<file path="config.mk">
export PLATFORM = sky130hd
export DESIGN_NAME = inst_prefetch_buffer_flat
export DESIGN_NICKNAME = d
export VERILOG_FILES = /design/src/rtl/inst_prefetch_buffer_if.sv /design/src/rtl/inst_prefetch_buffer.sv /design/src/flat_wrapper.sv
export SDC_FILE = /design/constraint.sdc
export NUM_CORES = 1
export LEC_CHECK = 0
export BUFFER_PORTS_ARGS = -buffer_cell sky130_fd_sc_hd__buf_2
export CAP_MARGIN = 5
export CELL_PAD_IN_SITES_DETAIL_PLACEMENT = 1
export CELL_PAD_IN_SITES_GLOBAL_PLACEMENT = 1
export CORE_MARGIN = 2
export CORE_UTILIZATION = 44
export CTS_CLUSTER_SIZE = 16
export DETAILED_ROUTE_END_ITERATION = 10
export GPL_TIMING_DRIVEN = 1
export PLACE_DENSITY_LB_ADDON = 0.1
export SLEW_MARGIN = 25
export SYNTH_ARGS = -nofsm -noshare
export SYNTH_HDL_FRONTEND = slang
export SYNTH_SLANG_ARGS = --single-unit
</file>
<file path="constraint.sdc">
create_clock -name clk -period 4 [get_ports clk]
set_input_delay 0.4 -clock clk [delete_from_list [all_inputs] [get_ports clk]]
set_output_delay 0.4 -clock clk [all_outputs]
set_load 0.02 [all_outputs]
</file>
<file path="src/rtl/inst_prefetch_buffer_if.sv">
// Fetch-side bundle for inst_prefetch_buffer: instruction memory req/ack,
// IF-stage delivery and pipeline redirect.
interface inst_prefetch_buffer_if;
    logic        redirect;
    logic [31:0] redirect_pc;
    logic        imem_req;
    logic [31:0] imem_addr;
    logic        imem_ack;
    logic [31:0] imem_rdata;
    logic        out_valid;
    logic [31:0] out_pc;
    logic [31:0] out_inst;
    logic        out_ready;

    modport master (
        output redirect, redirect_pc, imem_ack, imem_rdata, out_ready,
        input  imem_req, imem_addr, out_valid, out_pc, out_inst
    );

    modport slave (
        input  redirect, redirect_pc, imem_ack, imem_rdata, out_ready,
        output imem_req, imem_addr, out_valid, out_pc, out_inst
    );
endinterface

</file>
<file path="src/rtl/inst_prefetch_buffer.sv">
// Sequential instruction prefetcher with a small FIFO and a registered head.
// Optional PREFETCH_PERF_EN adds saturating flush_count / drop_count outputs.
//
// state   | meaning
// --------+-------------------------------------------------------------
// IDLE    | no request outstanding; waits for FIFO room
// FETCH   | request to fetch_pc outstanding, response will be queued
// DISCARD | request outstanding but redirected; response will be dropped
module inst_prefetch_buffer #(
    parameter int unsigned DEPTH    = 4,
    parameter logic [31:0] RESET_PC = 32'h0000_0000
) (
    input  logic clk,
    input  logic rst,
    inst_prefetch_buffer_if.slave bus
`ifdef PREFETCH_PERF_EN
    ,
    output logic [15:0] flush_count,
    output logic [15:0] drop_count
`endif
);
    localparam int unsigned PW = (DEPTH > 1) ? $clog2(DEPTH) : 1;
    localparam int unsigned CW = $clog2(DEPTH + 1);

    typedef enum logic [1:0] {IDLE, FETCH, DISCARD} state_t;
    state_t state;

    logic [31:0]   fetch_pc;
    logic [31:0]   fifo_pc   [DEPTH];
    logic [31:0]   fifo_inst [DEPTH];
    logic [PW-1:0] rd_ptr;
    logic [PW-1:0] wr_ptr;
    logic [CW-1:0] count;

    logic          imem_req_q;
    logic [31:0]   imem_addr_q;
    logic          out_valid_q;
    logic [31:0]   out_pc_q;
    logic [31:0]   out_inst_q;

    logic          ack_seen;
    logic          push;
    logic          pop;
    logic [CW-1:0] count_nxt;
    logic [PW-1:0] rd_ptr_nxt;
    logic [31:0]   fetch_pc_inc;
    logic [31:0]   redirect_pc_al;
    logic [31:0]   head_pc_nxt;
    logic [31:0]   head_inst_nxt;

    assign bus.imem_req  = imem_req_q;
    assign bus.imem_addr = imem_addr_q;
    assign bus.out_valid = out_valid_q;
    assign bus.out_pc    = out_pc_q;
    assign bus.out_inst  = out_inst_q;

    assign ack_seen       = imem_req_q & bus.imem_ack;
    assign push           = (state == FETCH) & ack_seen & ~bus.redirect;
    assign pop            = out_valid_q & bus.out_ready & ~bus.redirect;
    assign count_nxt      = count + CW'(push) - CW'(pop);
    assign rd_ptr_nxt     = pop ? rd_ptr + PW'(1) : rd_ptr;
    assign fetch_pc_inc   = fetch_pc + 32'd4;
    assign redirect_pc_al = bus.redirect_pc & ~32'h3;

    // The next head may be the word arriving this cycle; it is forwarded into
    // the head register so out_* stay purely registered.
    always_comb begin
        head_pc_nxt   = fifo_pc[rd_ptr_nxt];
        head_inst_nxt = fifo_inst[rd_ptr_nxt];
        if (push && (rd_ptr_nxt == wr_ptr)) begin
            head_pc_nxt   = fetch_pc;
            head_inst_nxt = bus.imem_rdata;
        end
    end

    always_ff @(posedge clk) begin
        if (push) begin
            fifo_pc[wr_ptr]   <= fetch_pc;
            fifo_inst[wr_ptr] <= bus.imem_rdata;
        end
    end

    always_ff @(posedge clk or posedge rst) begin
        if (rst) begin
            state       <= IDLE;
            fetch_pc    <= RESET_PC;
            rd_ptr      <= '0;
            wr_ptr      <= '0;
            count       <= '0;
            imem_req_q  <= 1'b0;
            imem_addr_q <= RESET_PC;
            out_valid_q <= 1'b0;
            out_pc_q    <= '0;
            out_inst_q  <= '0;
        end else begin
            if (bus.redirect) begin
                fetch_pc    <= redirect_pc_al;
                rd_ptr      <= '0;
                wr_ptr      <= '0;
                count       <= '0;
                out_valid_q <= 1'b0;
            end else begin
                if (push) begin
                    fetch_pc <= fetch_pc_inc;
                    wr_ptr   <= wr_ptr + PW'(1);
                end
                rd_ptr      <= rd_ptr_nxt;
                count       <= count_nxt;
                out_valid_q <= (count_nxt != '0);
                if (count_nxt != '0) begin
                    out_pc_q   <= head_pc_nxt;
                    out_inst_q <= head_inst_nxt;
                end
            end

            case (state)
                IDLE: begin
                    if (!bus.redirect && (count < CW'(DEPTH))) begin
                        state       <= FETCH;
                        imem_req_q  <= 1'b1;
                        imem_addr_q <= fetch_pc;
                    end
                end
                FETCH: begin
                    if (bus.redirect) begin
                        if (bus.imem_ack) begin
                            state      <= IDLE;
                            imem_req_q <= 1'b0;
                        end else begin
                            state <= DISCARD;
                        end
                    end else if (bus.imem_ack) begin
                        if (count_nxt < CW'(DEPTH)) begin
                            imem_addr_q <= fetch_pc_inc;
                        end else begin
                            state      <= IDLE;
                            imem_req_q <= 1'b0;
                        end
                    end
                end
                DISCARD: begin
                    if (bus.imem_ack) begin
                        state      <= IDLE;
                        imem_req_q <= 1'b0;
                    end
                end
                default: begin
                    state      <= IDLE;
                    imem_req_q <= 1'b0;
                end
            endcase
        end
    end

`ifdef PREFETCH_PERF_EN
    logic drop_evt;
    assign drop_evt = ack_seen & ((state == DISCARD) | ((state == FETCH) & bus.redirect));

    always_ff @(posedge clk or posedge rst) begin
        if (rst) begin
            flush_count <= '0;
            drop_count  <= '0;
        end else begin
            if (bus.redirect && (flush_count != 16'hFFFF)) flush_count <= flush_count + 16'd1;
            if (drop_evt && (drop_count != 16'hFFFF))      drop_count  <= drop_count + 16'd1;
        end
    end
`endif
endmodule

</file>
<file path="src/flat_wrapper.sv">
// flat-port wrapper written by rule: the top's interface ports become plain ports
module inst_prefetch_buffer_flat 
#(
    parameter int unsigned DEPTH    = 4,
    parameter logic [31:0] RESET_PC = 32'h0000_0000
)
  (clk, rst, bus_redirect, bus_redirect_pc, bus_imem_ack, bus_imem_rdata, bus_out_ready, bus_imem_req, bus_imem_addr, bus_out_valid, bus_out_pc, bus_out_inst);
  inst_prefetch_buffer_if bus_i ();
  input  logic clk;
  input  logic rst;
  input wire logic [$bits(bus_i.redirect)-1:0] bus_redirect;
  input wire logic [$bits(bus_i.redirect_pc)-1:0] bus_redirect_pc;
  input wire logic [$bits(bus_i.imem_ack)-1:0] bus_imem_ack;
  input wire logic [$bits(bus_i.imem_rdata)-1:0] bus_imem_rdata;
  input wire logic [$bits(bus_i.out_ready)-1:0] bus_out_ready;
  output wire logic [$bits(bus_i.imem_req)-1:0] bus_imem_req;
  output wire logic [$bits(bus_i.imem_addr)-1:0] bus_imem_addr;
  output wire logic [$bits(bus_i.out_valid)-1:0] bus_out_valid;
  output wire logic [$bits(bus_i.out_pc)-1:0] bus_out_pc;
  output wire logic [$bits(bus_i.out_inst)-1:0] bus_out_inst;
  assign bus_i.redirect = bus_redirect;
  assign bus_i.redirect_pc = bus_redirect_pc;
  assign bus_i.imem_ack = bus_imem_ack;
  assign bus_i.imem_rdata = bus_imem_rdata;
  assign bus_i.out_ready = bus_out_ready;
  assign bus_imem_req = bus_i.imem_req;
  assign bus_imem_addr = bus_i.imem_addr;
  assign bus_out_valid = bus_i.out_valid;
  assign bus_out_pc = bus_i.out_pc;
  assign bus_out_inst = bus_i.out_inst;
  inst_prefetch_buffer #(.DEPTH(DEPTH), .RESET_PC(RESET_PC)) u_core (.clk(clk), .rst(rst), .bus(bus_i));
endmodule
</file>
# == Word-level counts from Yosys, hierarchy flattened ==
# Memories as Yosys holds them, arrays and structs flattened. A register that Yosys moved wholly into a read port is not among the register bits.
# Cells that the tools add are included.
# word_totals
regBits,75
ramBits,256
in_bits,69
output_inout_bits,98
elab_cells,70
memories,2
# classes
add_sub_neg,5
n_lt_le_gt_ge,2
eq_ne,9
mux,28
bitwise,6
reduce_logical,10
# memory_table
name,words,word_bits,read_ports,rd_clocked_by_memory_dff,write_ports,line_no,text
u_core.fifo_inst,4,32,1,1,1,inst_prefetch_buffer.sv:30,logic [31:0] fifo_inst [DEPTH];
u_core.fifo_pc,4,32,1,1,1,inst_prefetch_buffer.sv:29,logic [31:0] fifo_pc [DEPTH];
# ops
op,n
two-way mux 32 bit,6
one-hot mux 32 bit (2 select lines),1
adder 32 x 3 -> 32 bit (second input constant),1
two-way mux 2 bit,10
two-way mux 1 bit,8
!= test 2 bit (second input constant),4
< comparator 3 bit (second input constant),2
!= test 3 bit (second input constant),2
one-hot mux 2 bit (3 select lines),1
AND 1 bit,5
AND reduction 5 bit,1
adder 2 x 1 -> 2 bit (second input constant),2
AND reduction 4 bit,1
nonzero test 2 bit,2
adder 3 x 1 -> 3 bit,1
two-way mux 3 bit,1
one-hot mux 1 bit (3 select lines),1
AND reduction 3 bit,1
nonzero test 3 bit,1
subtractor 3 x 1 -> 3 bit,1
equality test 2 x 1 -> 1 bit (second input constant),1
equality test 2 bit (second input constant),1
zero test 2 bit,1
!= test 2 x 1 -> 1 bit (second input constant),1
other kinds (4),4

# == Logic depth before layout (Yosys ltp) ==
# logic_depth
word_depth,10
depth_mapped,17
ltp_nobuf,14

# == Worst setup path before layout ==
# OpenSTA, ideal clock, no wires.
# synth_path
kind,input-to-reg
start,input bus_imem_ack
end,memory u_core.fifo_inst[0][0] (enable)
setup_time_ns,0.427
arrival_ns,2.648
t_required_ns,3.573
path_slack_ns,0.925
cell_stages,6
path_buffers,2
cell_sequence,buf_2 > and4b_1 > buf_4 > nand2b_1 > inv_1 > and2_1
# synth_via
elab_chain_len,5
# synth_rtl
item,line_no,text
from (decl),flat_wrapper.sv:13,input wire logic [$bits(bus_i.imem_ack)-1:0] bus_imem_ack;
AND 1 bit,inst_prefetch_buffer.sv:57,assign ack_seen = imem_req_q & bus.imem_ack;
AND 1 bit (2 in series),inst_prefetch_buffer.sv:58,assign push = (state == FETCH) & ack_seen & ~bus.redirect;
two-way mux 1 bit,inst_prefetch_buffer.sv:77,if (push) begin
two-way mux 1 bit (not written as such),inst_prefetch_buffer.sv:79,fifo_inst[wr_ptr] <= bus.imem_rdata;
to (decl),inst_prefetch_buffer.sv:30,
# No other way between the ends.

# == Worst setup path after layout ==
# layout_path
start,register u_core.state[0]
end,"register u_core.out_inst_q[29], in the netlist u_core.bus.out_inst[29], read port of u_core.fifo_inst"
# layout_via
elab_chain_len,7
# layout_rtl
item,line_no,text
from (decl),inst_prefetch_buffer.sv:26,state_t state;
from (signal assigned),inst_prefetch_buffer.sv:85,state <= IDLE;
from (signal assigned),inst_prefetch_buffer.sv:119,state <= FETCH;
from (signal assigned),inst_prefetch_buffer.sv:127,state <= IDLE;
equality test 2 x 1 -> 1 bit,inst_prefetch_buffer.sv:58,
AND 1 bit (2 in series),inst_prefetch_buffer.sv:58,
adder 3 x 1 -> 3 bit,inst_prefetch_buffer.sv:60,assign count_nxt = count + CW'(push) - CW'(pop);
subtractor 3 x 1 -> 3 bit,inst_prefetch_buffer.sv:60,
nonzero test 3 bit,inst_prefetch_buffer.sv:110,if (count_nxt != '0) begin
AND reduction 2 bit (no line),n/a,
to (decl),inst_prefetch_buffer.sv:39,logic [31:0] out_inst_q;
# No other way between the ends.
# A chain may end at the register's enable or synchronous reset.

==> results.sh <==
export IMPL_post_synth_xor_area_fraction_pct=3.98
export IMPL_run_status="finished with violations"
export IMPL_post_route_cells_drive_above_1_share_pct=21.5
export IMPL_grt_met2_usage_pct=34.7
export IMPL_synthArstFlopShare_pct=34.9
export IMPL_synth_top_family_by_area="compound AO/OA/AOI/OAI gates"
export IMPL_failed_checks="negative hold slack"
export IMPL_drtPass1Iterations=4
export IMPL_cts_max_level=2
export IMPL_avgRoutedWirePerCell_microns=22.7
export IMPL_worst_hold_path_type="in -> async"
export IMPL_via_count_of_the_first_global_routing_pass=10200
export IMPL_synth_enable_flop_cells=248
export IMPL_synth_cells=1071
export IMPL_fillers=3478
export IMPL_cts_repair_timing_setup_buffer_count=0
export IMPL_grt_pass1_wl_microns=60100
export IMPL_max_vdd_ir_drop_mv=0.325
export IMPL_insertion_delay_ns=0.54
export IMPL_synth_simple_gate_area_share_pct=6.09
export IMPL_hold_ws_ns=-0.0984
export IMPL_die_w_microns=192
export IMPL_timing_critical_path_to_type="flop"
export IMPL_use_met1_pct=30.2
export IMPL_rsz0062_at_grt="false"
export IMPL_slew_headroom_pct=34.6
export IMPL_preCtsSetupSlack_ns=0.517
export IMPL_total_of_warnings_raised_by_yosys=0
export IMPL_area_of_the_multi_input_gates_sq_um=4410
export IMPL_fmax_mhz=289
export IMPL_report_final_hold_viol_count=14
export IMPL_grt_busiest_layer="met2"
export IMPL_ctsLongestPathBuffers=3
export IMPL_first_iteration_detailed_routing_drc_count=553
export IMPL_global_route_usage_met3_pct=2.98
export IMPL_register_area_sq_um=10800
export IMPL_start_util_pct=44.3
export IMPL_syn2layout_area_growth_pct=16.7
export IMPL_insertedDiodeCount=0
export IMPL_fin_setup_tns_ns=0
export IMPL_place_congestion=0.736
export IMPL_synth_compound_area_share_pct=13.0
export IMPL_commonest_cells_after_routing_fill_and_taps_aside="edfxtp_1 (248), buf_2 (160), dfrtp_1 (132)"
export IMPL_maxCapViolCount=0
export IMPL_worstPathArrival_ns=3.87
export IMPL_post_route_worst_setup_slack_ns=0.535
export IMPL_cts_buffers=42
export IMPL_timing_clock_skew_ns=0.0207
export IMPL_drc=0
export IMPL_synth_distinct_cells=49
export IMPL_drv_slew=0
export IMPL_tritoncts_num_sinks=381
export IMPL_synth_yosys_seq_area_share_pct=68.9
export IMPL_ctsHoldBuffers=0
export IMPL_crit_required_ns=4.41
export IMPL_synth_area_mux_share_pct=4.10
export IMPL_tritoncts="done"
export IMPL_grt_total_usage_pct=21.3
export IMPL_critPathMaxFanout=62
export IMPL_power_leakage_nw=6.63
export IMPL_layout_cells_most_common="edfxtp_1"
export IMPL_clockRootBuffer="clkbuf_16"
export IMPL_syn_avg_cell_area_sq_um=14.6
export IMPL_dr_vias=9687
export IMPL_clkSlewWorstSetupHoldPaths_ns=0.06
export IMPL_finalCritPeriodShare_pct=86.6
export IMPL_power_density_nw_per_um2=655
export IMPL_core_area_sq_um=35300
export IMPL_worst_setup_start_kind="flop"
export IMPL_vias_per_cell=5.70
export IMPL_fin_crit_ns=3.46
export IMPL_chipHeight_microns=192
export IMPL_buffer_ports_inserted=160
export IMPL_largest_net_degree_at_the_start_of_global_routing=96
export IMPL_synth_area_sq_um=15600
export IMPL_ant_nets=0
export IMPL_synth_adder_area_share_pct=0.688
export IMPL_finish_net_count=1283
export IMPL_setup_violations_final=0
export IMPL_antenna_violations_before_repair=0
export IMPL_floorplan_rows=69
export IMPL_top_level_ports=167
export IMPL_place_detailed_hpwl_microns=22300
export IMPL_path_class="reg -> reg"
export IMPL_routed_wl_microns=38600
export IMPL_transition_time_at_the_pin_with_the_least_slew_margin_ns=0.980
export IMPL_floorplan_die_area_sq_um=37100
export IMPL_synth_main_ff_cell="edfxtp_1"
export IMPL_ys_ff_latch=381
export IMPL_overflow=0
export IMPL_post_cts_resized=0
[sequential cells by signal, summed over array words and instances, names as in the netlist]
register              flops
u_core.bus.imem_req       1
u_core.bus.out_pc        30
u_core.bus.out_inst      32
u_core.fetch_pc          30
u_core.fifo_inst        128
u_core.count              3
u_core.rd_ptr             2
u_core.bus.out_valid      1
u_core.bus.imem_addr     30
u_core.state              2
u_core.wr_ptr             2
u_core.fifo_pc          120
[final cells by class]
type                            instances  area share, %
Sequential cell                       381           59.1
Multi-Input combinational cell        583           24.2
Clock buffer                           55           6.26
Timing Repair Buffer                  186           5.87
Tap cell                              461           3.16
Clock inverter                         22           1.17
Inverter                               12          0.288
[cell usage after synthesis (5+ instances only)]
cell,instances,area [sq um]
a211oi_1,62,465
a21oi_1,6,30.0
a221o_1,62,621
a221oi_1,62,543
and2_1,5,31.3
and3_1,8,50.1
buf_2,22,110
buf_4,5,37.5
buf_6,6,67.6
clkbuf_1,63,236
dfrtp_1,133,3330
edfxtp_1,248,7450
ha_1,7,87.6
inv_1,11,41.3
mux2i_1,64,641
nand2_1,79,297
nand3_1,12,60.1
nand4_1,18,113
nor2_1,15,56.3
nor2b_1,7,43.8
nor3_1,14,70.1
o21ai_0,24,120
o21ai_1,38,190
xnor2_1,34,298
xor2_1,30,263
[worst max-delay path, stage by stage (launching register included)]
cell and delay [ns]:
dfrtp_1 0.59, and4b_1 0.29, nand2b_1 0.19, inv_1 0.20, ha_1 0.18, inv_1 0.05, fa_1 0.51, nor2b_1 0.17
nand2_1 0.11, nand2b_2 0.13, inv_2 0.07, o31ai_4 0.07, buf_12 0.36, a211oi_1 0.10, a221o_1 0.31
[cells by family (layout without fill, tap and decap cells)]
| group | after synthesis | in the layout |
|---|---|---|
| xor gates and xnor gates | 67 | 67 |
| DFF | 381 | 381 |
| adders and majority gates | 8 | 8 |
| muxes | 64 | 64 |
| other | 1 | 4 |
| AOI/OAI and AO/OA | 259 | 259 |
| and+or+nand+nor | 181 | 181 |
| buffers and inverters | 110 | 275 |
[stage by stage]
| stage | util [%] | power [mW] | hold slack (ns) | cells | area [sq um] |
|---|---|---|---|---|---|
| after global routing | 51.7 | 12.6 | 0.000666 | 1700 | 18200 |
| after floorplan | - | 7.22 | 0.471 | 1074 | 15600 |
| after global placement | 47.8 | 8.19 | 0.469 | 1623 | 16900 |
| final | 51.7 | 11.9 | -0.0984 | 1700 | 18200 |
| after detailed placement | 47.8 | 8.27 | 0.474 | 1623 | 16900 |
| after CTS | 51.6 | 12.1 | 0.0482 | 1700 | 18200 |
[path summary, 6_finish.rpt]
path / cells past startpoint / endpoint / from / slack (ns)
max in group asynchronous: 3 / u_core.fetch_pc[3] / rst / 3.10
max: 14 / u_core.bus.out_inst[29] / u_core.state[0] / 0.54
max reg2reg: 14 / u_core.bus.out_inst[29] / u_core.state[0] / 0.54
min in group clk: 3 / u_core.fetch_pc[24] / bus_redirect_pc[24] / 0.07
min: 2 / u_core.bus.out_inst[14] / rst / -0.1
min reg2reg: 2 / u_core.bus.imem_addr[2] / u_core.bus.imem_addr[2] / 0.49
[power by group]
part,total [mW],switching [mW],internal [mW]
combinational,2.90,1.78,1.11
clock,3.79,1.53,2.27
sequential,5.25,0.449,4.80
[layer usage]
layer	vias up	wire length, microns	part of all wire (%)
met5	-	0	0
met4	0	703	1.8
met3	48	1440	3.7
met2	205	18400	48
met1	4996	18000	47
li1	4438	-	-
Note: power is estimated with default switching activity, not from simulation.
